File: src/rtl/npc_micro_pkg.sv
// Shared micro-command layout and encodings for the decoder table and the
// execution controller.
package npc_micro_pkg;

   localparam int MICRO_LEN  = 14;
   localparam int REGEN_BIT  = 13;
   localparam int PCJEN_BIT  = 12;
   localparam int PCREN_BIT  = 11;
   localparam int MWEN_LSB   = 9;
   localparam int MREN_LSB   = 7;
   localparam int ALUOP_LSB  = 4;
   localparam int UNSIGN_BIT = 3;
   localparam int IMM_LSB    = 0;

   typedef enum logic [2:0] {
      ALU_ADD = 3'd0, ALU_NE  = 3'd1, ALU_EQ = 3'd2, ALU_LT  = 3'd3,
      ALU_GE  = 3'd4, ALU_AND = 3'd5, ALU_OR = 3'd6, ALU_XOR = 3'd7
   } aluop_e;

   // shared by MREN and MWEN; also the mem_size encoding
   typedef enum logic [1:0] {
      MSZ_NONE = 2'd0, MSZ_B = 2'd1, MSZ_H = 2'd2, MSZ_W = 2'd3
   } msize_e;

   typedef enum logic [2:0] {
      IMM_NONE = 3'd0, IMM_I = 3'd1, IMM_S = 3'd2, IMM_SB = 3'd3,
      IMM_U    = 3'd4, IMM_UJ = 3'd7
   } imm_e;

   typedef enum logic [1:0] {
      WSEL_ALU = 2'd0, WSEL_MEM = 2'd1, WSEL_PC4 = 2'd2
   } rf_wsel_e;

   typedef enum logic [2:0] {
      ST_IDLE, ST_EXEC, ST_MEM_REQ, ST_MEM_WAIT, ST_WB, ST_HALT
   } ctrl_state_e;

   function automatic logic f_regen(input logic [MICRO_LEN-1:0] c);
      return c[REGEN_BIT];
   endfunction
   function automatic logic f_pcjen(input logic [MICRO_LEN-1:0] c);
      return c[PCJEN_BIT];
   endfunction
   function automatic logic f_pcren(input logic [MICRO_LEN-1:0] c);
      return c[PCREN_BIT];
   endfunction
   function automatic logic [1:0] f_mwen(input logic [MICRO_LEN-1:0] c);
      return c[MWEN_LSB +: 2];
   endfunction
   function automatic logic [1:0] f_mren(input logic [MICRO_LEN-1:0] c);
      return c[MREN_LSB +: 2];
   endfunction
   function automatic logic [2:0] f_aluop(input logic [MICRO_LEN-1:0] c);
      return c[ALUOP_LSB +: 3];
   endfunction
   function automatic logic f_unsign(input logic [MICRO_LEN-1:0] c);
      return c[UNSIGN_BIT];
   endfunction
   function automatic logic [2:0] f_imm(input logic [MICRO_LEN-1:0] c);
      return c[IMM_LSB +: 3];
   endfunction

endpackage

File: src/rtl/micro_exec_ctrl.sv
// Micro execution controller: sequences one decoded instruction through
// EXEC -> (MEM) -> WB and drives ALU, data-memory, regfile and PC controls.
// EBREAK, illegal instructions and memory timeouts park it in HALT.
module micro_exec_ctrl
   import npc_micro_pkg::*;
#(
   parameter int unsigned MEM_TIMEOUT = 255
) (
   input  logic                 clk,
   input  logic                 rst_n,
   input  logic                 dec_valid,
   output logic                 dec_ready,
   input  logic [MICRO_LEN-1:0] micro_cmd,
   input  logic                 dec_hit,
   input  logic                 alu_cmp,
   output logic [2:0]           alu_op,
   output logic                 alu_a_pc,
   output logic                 alu_b_imm,
   output logic [2:0]           imm_type,
   output logic                 mem_req,
   output logic                 mem_we,
   output logic [1:0]           mem_size,
   output logic                 mem_unsigned,
   input  logic                 mem_gnt,
   input  logic                 mem_rvalid,
   output logic                 rf_wen,
   output logic [1:0]           rf_wsel,
   output logic                 pc_we,
   output logic                 pc_sel,
   output logic                 halted,
   output logic                 illegal,
   output logic                 mem_timeout
);

   ctrl_state_e          state_q, state_d;
   logic [MICRO_LEN-1:0] cmd_q, cmd_d;
   logic                 taken_q, taken_d;
   logic [7:0]           tcnt_q, tcnt_d, tcnt_inc;
   logic                 halted_q, halted_d;
   logic                 illegal_q, illegal_d;
   logic                 tmo_q, tmo_d;
   logic                 tmo_hit, cmd_is_mem, in_is_mem;

   assign tcnt_inc   = (tcnt_q == 8'hFF) ? tcnt_q : tcnt_q + 8'd1;
   assign tmo_hit    = (MEM_TIMEOUT != 0) && ((32'(tcnt_q) + 32'd1) >= MEM_TIMEOUT);
   assign cmd_is_mem = (f_mren(cmd_q) != MSZ_NONE) || (f_mwen(cmd_q) != MSZ_NONE);
   assign in_is_mem  = (f_mren(micro_cmd) != MSZ_NONE) && (f_mwen(micro_cmd) != MSZ_NONE);

   assign halted      = halted_q;
   assign illegal     = illegal_q;
   assign mem_timeout = tmo_q;

   // state, latched command and sticky flags
   always_ff @(posedge clk or negedge rst_n) begin
      if (!rst_n) begin
         state_q   <= ST_IDLE;
         cmd_q     <= '0;
         taken_q   <= 1'b0;
         tcnt_q    <= '0;
         halted_q  <= 1'b0;
         illegal_q <= 1'b0;
         tmo_q     <= 1'b0;
      end else begin
         state_q   <= state_d;
         cmd_q     <= cmd_d;
         taken_q   <= taken_d;
         tcnt_q    <= tcnt_d;
         halted_q  <= halted_d;
         illegal_q <= illegal_d;
         tmo_q     <= tmo_d;
      end
   end

   // next state and per-state control outputs, all sourced from cmd_q
   always_comb begin
      state_d      = state_q;
      cmd_d        = cmd_q;
      taken_d      = taken_q;
      tcnt_d       = tcnt_q;
      halted_d     = halted_q;
      illegal_d    = illegal_q;
      tmo_d        = tmo_q;
      dec_ready    = 1'b0;
      alu_op       = '0;
      alu_a_pc     = 1'b0;
      alu_b_imm    = 1'b0;
      imm_type     = '0;
      mem_req      = 1'b0;
      mem_we       = 1'b0;
      mem_size     = '0;
      mem_unsigned = 1'b0;
      rf_wen       = 1'b0;
      rf_wsel      = WSEL_ALU;
      pc_we        = 1'b0;
      pc_sel       = 1'b0;
      case (state_q)
         ST_IDLE: begin
            dec_ready = 1'b1;
            if (dec_valid) begin
               cmd_d = micro_cmd;
               if (!dec_hit || in_is_mem) begin
                  state_d   = ST_HALT;
                  illegal_d = 1'b1;
               end else if (micro_cmd == '0) begin
                  state_d  = ST_HALT;
                  halted_d = 1'b1;
               end else begin
                  state_d = ST_EXEC;
               end
            end
         end
         ST_EXEC: begin
            alu_op    = f_aluop(cmd_q);
            alu_a_pc  = f_pcren(cmd_q);
            alu_b_imm = (f_imm(cmd_q) != IMM_NONE) && (f_imm(cmd_q) != IMM_SB);
            imm_type  = f_imm(cmd_q);
            taken_d   = alu_cmp;
            if (cmd_is_mem) begin
               state_d = ST_MEM_REQ;
               tcnt_d  = '0;
            end else begin
               state_d = ST_WB;
            end
         end
         ST_MEM_REQ: begin
            mem_req      = 1'b1;
            mem_we       = (f_mwen(cmd_q) != MSZ_NONE);
            mem_size     = mem_we ? f_mwen(cmd_q) : f_mren(cmd_q);
            mem_unsigned = f_unsign(cmd_q);
            tcnt_d       = tcnt_inc;
            // a grant on the last allowed cycle still wins over the timeout
            if (mem_gnt) begin
               state_d = mem_we ? ST_WB : ST_MEM_WAIT;
            end else if (tmo_hit) begin
               state_d = ST_HALT;
               tmo_d   = 1'b1;
            end
         end
         ST_MEM_WAIT: begin
            mem_unsigned = f_unsign(cmd_q);
            tcnt_d       = tcnt_inc;
            if (mem_rvalid) begin
               state_d = ST_WB;
            end else if (tmo_hit) begin
               state_d = ST_HALT;
               tmo_d   = 1'b1;
            end
         end
         ST_WB: begin
            pc_we   = 1'b1;
            rf_wen  = f_regen(cmd_q);
            if (f_pcjen(cmd_q) && f_regen(cmd_q))  rf_wsel = WSEL_PC4;
            else if (f_mren(cmd_q) != MSZ_NONE)     rf_wsel = WSEL_MEM;
            pc_sel  = f_pcjen(cmd_q) && ((f_imm(cmd_q) != IMM_SB) || taken_q);
            state_d = ST_IDLE;
         end
         ST_HALT: ;
         default: state_d = ST_IDLE;
      endcase
   end

endmodule

File: config.mk
export PLATFORM = sky130hd
export DESIGN_NAME = micro_exec_ctrl
export DESIGN_NICKNAME = d
export VERILOG_FILES = /design/src/rtl/npc_micro_pkg.sv /design/src/rtl/micro_exec_ctrl.sv
export SDC_FILE = /design/constraint.sdc
export NUM_CORES = 1
export LEC_CHECK = 0
export CORE_UTILIZATION = 29
export CTS_CLUSTER_DIAMETER = 150
export DETAILED_ROUTE_END_ITERATION = 10
export PLACE_DENSITY = 0.54
export SLEW_MARGIN = 10
export SYNTH_ARGS = -nofsm -noshare
export SYNTH_HDL_FRONTEND = slang
export SYNTH_SLANG_ARGS = --single-unit
File: constraint.sdc
create_clock -name clk -period 5.9 [get_ports clk]
set_input_delay 1.77 -clock clk [delete_from_list [all_inputs] [get_ports clk]]
set_output_delay 1.77 -clock clk [all_outputs]
set_load 0.01 [all_outputs]
## Word level (Yosys, flattened, before mapping)

Index checks and enable logic that the tools add are counted.

| storage, ports and cells | value |
|---|---|
| register bits | 29 |
| input bits | 21 |
| output and inout port bits | 22 |
| word-level logic and storage cells | 80 |

| cells by class | value |
|---|---|
| add/sub/neg operators | 2 |
| $lt $le $gt $ge | 1 |
| equal/unequal tests | 12 |
| multiplexer cells | 32 |
| bitwise logic cells | 2 |
| reduce and logical (&&, ||, !) cells | 24 |

Operator list:

| cell | number |
|---|---|
| $mux 3 | 10 |
| $mux 8 | 2 |
| $pmux 8 s2 | 1 |
| $pmux 3 s5 | 1 |
| $logic_not 14->1 | 1 |
| $mux 1 | 13 |
| $reduce_bool 2->1 | 6 |
| $ne 2x2->1 const B | 5 |
| $add 8x1->9 const B | 1 |
| $ge 9x8->1 const B | 1 |
| $reduce_and 3->1 | 3 |
| $add 8x1->8 const B | 1 |
| $eq 8x8->1 const B | 1 |
| $mux 2 | 4 |
| $eq 3x2->1 const B | 2 |
| $eq 3x3->1 const B | 2 |
| $logic_and 1x1->1 | 4 |
| $reduce_and 2->1 | 2 |
| $reduce_and 4->1 | 1 |
| $eq 3x1->1 const B | 1 |
| $logic_not 3->1 | 1 |
| $logic_or 1x1->1 | 3 |
| $ne 3x2->1 const B | 1 |
| $reduce_bool 3->1 | 1 |
| other kinds (4) | 5 |

## Logic depth before layout (Yosys ltp)

| depth | value |
|---|---|
| word-level depth | 6 |
| depth in mapped cells | 7 |
| gate-level depth less buffers | 7 |

## Worst setup path before layout

OpenSTA, ideal clock, no wires.

| timing path | value |
|---|---|
| kind | register -> output |
| from | register state_q[2] |
| to | output port mem_size[1] |
| data arrival time | 1.257 ns |
| data required time | 4.130 ns |
| path slack | 2.873 ns |
| stages on the path, launching flop included | 6 |
| path buffers | 2 |
| cell sequence | dfrtp_1 > buf_6 > nor2b_1 > clkbuf_1 > nand2_1 > a21oi_1 |

| on the way | value |
|---|---|
| longest elaborated chain between the ends | 2 |

RTL lines:

| what | line | text |
|---|---|---|
| start: declaration | micro_exec_ctrl.sv:35 | `ctrl_state_e state_q, state_d;` |
| start signal: assignment | micro_exec_ctrl.sv:64 | `state_q <= state_d;` |
| $eq 3x2->1 | micro_exec_ctrl.sv:96 | `case (state_q)` |
| $mux 2 | micro_exec_ctrl.sv:96 |  |
| end: declaration | micro_exec_ctrl.sv:22 | `output logic [1:0] mem_size,` |

Every way passes these cells.

## Worst setup path after layout

| timing path | value |
|---|---|
| from | register state_q[0] |
| to | output port alu_a_pc |

| on the way | value |
|---|---|
| longest elaborated chain between the ends | 2 |

RTL lines:

| what | line | text |
|---|---|---|
| $eq 3x1->1 | micro_exec_ctrl.sv:96 |  |
| $mux 1 | micro_exec_ctrl.sv:96 |  |
| end: declaration | micro_exec_ctrl.sv:17 | `output logic alu_a_pc,` |

Every way passes these cells.

==> reports/metrics.cfg <==
[outcome]
outcome = completed

[power_and_ir_drop]
p_leak_nw = 0.8561
vdd_drop_max_mv = 0.1555
power_density_nw_per_um2 = 408.1
power_uw = 883.4

[timing]
fin_crit_sh_pct = 68.12
finalHoldViolCount = 0
setup-tns-final_ps = 0
rsz0062_at_grt = false
finalMaxSlewViolations = 0
tightest_slew_ps = 741.1
finalClockSkew_ps = 3.614
setup_viol = 0
slew_headroom_pct = 50.59
layout_setup_ws_ps = 1881
period_minus_slack_ps = 4019
clock.fmax_mhz = 248.8

[route]
drt_iter0_drc = 112
num_vias = 1383
drtAntennaViolNets = 0
viasPerCell = 4.887
wl_per_cell_um = 13.94
drc = 0
firstDrtPassIters = 4
totalWireLength_mm = 3.946

[final_layout]
drive_gt1_share_pct = 13.15
area_growth_pct = 35.37
diodes = 0
fillerInstances = 542
layout_common_cells = 42 x clkdlybuf4s50_1, 29 x dfrtp_1, 15 x nand2_1
nets = 235
multi_input_area_um2 = 799.5
regArea_um2 = 725.7
layout_commonest_cell = clkdlybuf4s50_1

[setup_path]
cp_slowest_cell = clkdlybuf4s50_1
arrival_ps = 2250
path_buf_inv = 3
worstSetupPathType = register to output port
path_delay_family = buffers and inverters
path_cells = inv_1, nor3_1, buf_4, and2_1, clkdlybuf4s50_1
start_kind = register
crit_fanout = 10
cpPeakStageDelay_ps = 520
end_kind = output port
required_ps = 4130
path_depth = 5
reg2reg_depth = 6

[clocking]
clock_sinks = 29
clk_pin_slew_ps = 70
numCtsBuffers = 5
hold_buffers = 0
clock-root-buffer = clkbuf_8
clock_path_buffers = 2
cts_tree = done
ctsResizeCount = 0
htreeDepth = 2
insertion_delay_ps = 280
postCtsSetupRepairBufs = 0

[logic_synthesis]
yosys-top-cells-area = dfrtp_1 45%, mux2_2 9.9%, o21ai_0 4.1%
synth_top_area_share_pct = 45.38
ys.flop_type = dfrtp_1
synth_edf_count = 0
synth-seq-cells = 29
yosysWarnings = 0
synth_top_cell_by_area = dfrtp_1
async_flop_share_pct = 100.0
ys_types = 42
syn_inst = 167
netlist_area_um2 = 1599
yosysSeqAreaShare_pct = 45.38
syn_nets = 190
avgSynthCellArea_um2 = 9.575

[floorplanning]
die_h_um = 76.26
core.rowCount = 26
start_util_pct = 30.72
coreArea_um2 = 5205
dieArea_um2 = 5815
io_pins = 43
die_x_um = 76.26

[grt]
use_met1_pct = 20.72
grt_pass1_vias = 1373
antenna_found_initial = 0
met3_usage_pct = 4.072
grt_usage_pct = 14.79
top_usage_layer = met2
use_met2_pct = 21.26
grt_pass1_wl_mm = 6.734
grt_max_degree = 30
gr-total-overflow = 0

[worst_hold_path]
hold_path_class = register to register
hold_path_depth = 1

[placement]
pre_cts_ws_ps = 2183
gp_congestion = 0.8229
dp_hpwl_mm = 2.917
port_buffers = 42

[flow_run]
drv_cap = 0

[synthesized netlist by cell type (all sizes together), types with 4 or more instances]
cell and instances:
nor3 5, dfrtp 29, a21oi 8, nor2 14, nor4 4, and2 10
inv 6, buf 5, nand3 4, mux2 14, nand2 15, o21ai 13
[metrics by stage]
step                hold slack (ps)  util, %  instance area (um2)  cells
detailed placement            449.4    39.93                 2078    275
global route                  500.5    41.59                 2165    283
global placement              447.2    39.93                 2078    275
finish                        476.2    41.59                 2165    283
CTS                           477.9    41.59                 2165    283
floorplan                     445.3        -                 1599    167
[kinds of logic after synthesis]
family                   Yosys count  synth area share [%]
AND/OR/NAND/NOR                   66                 21.28
AO/OA/AOI/OAI                     42                 16.75
flip-flops                        29                 45.38
multiplexers                      14                 9.859
buffers and inverters             13                 4.617
adder cells (fa/ha/maj)            2                 1.565
XOR/XNOR                           1                0.5478
[flip-flops by register name, indices dropped and copies added, names as in the netlist]
| signal | cells |
|---|---|
| mem_timeout | 1 |
| halted | 1 |
| state_q | 3 |
| cmd_q | 14 |
| illegal | 1 |
| taken_q | 1 |
| tcnt_q | 8 |
[final cells by class]
| cell class | count | share of cell area [%] |
|---|---|---|
| clock buffer | 5 | 3.179 |
| clock inverter | 3 | 0.8092 |
| inverter | 6 | 1.040 |
| multi-input combinational | 125 | 36.94 |
| sequential | 29 | 33.53 |
| tap | 70 | 4.046 |
| timing repair buffer | 45 | 20.46 |
[per-layer routing]
metal  share of wire (%)  wire length (um)  up-vias
li1                    -                 -      693
met1                  50              1976      656
met2                  45              1761       29
met3                 3.6               142        5
met4                 1.6                65        0
met5                   0                 0        -
[report_power, final]
part           leakage [nW]  total (mW)  internal [mW]  switching (mW)
combinational         0.453       0.381          0.203           0.178
clock                0.0439       0.162         0.0812          0.0808
sequential            0.359       0.341          0.268          0.0730
[worst paths after layout]
check,to,startpoint,slack [ps]
min reg2reg,illegal,illegal,480
max in group asynchronous,cmd_q[1],rst_n,3740
max,alu_a_pc,state_q[0],1880
max reg2reg,tcnt_q[5],tcnt_q[0],3710
min,illegal,illegal,480
min in group asynchronous,tcnt_q[2],rst_n,1870
Note: power is estimated with default switching activity, not from simulation.
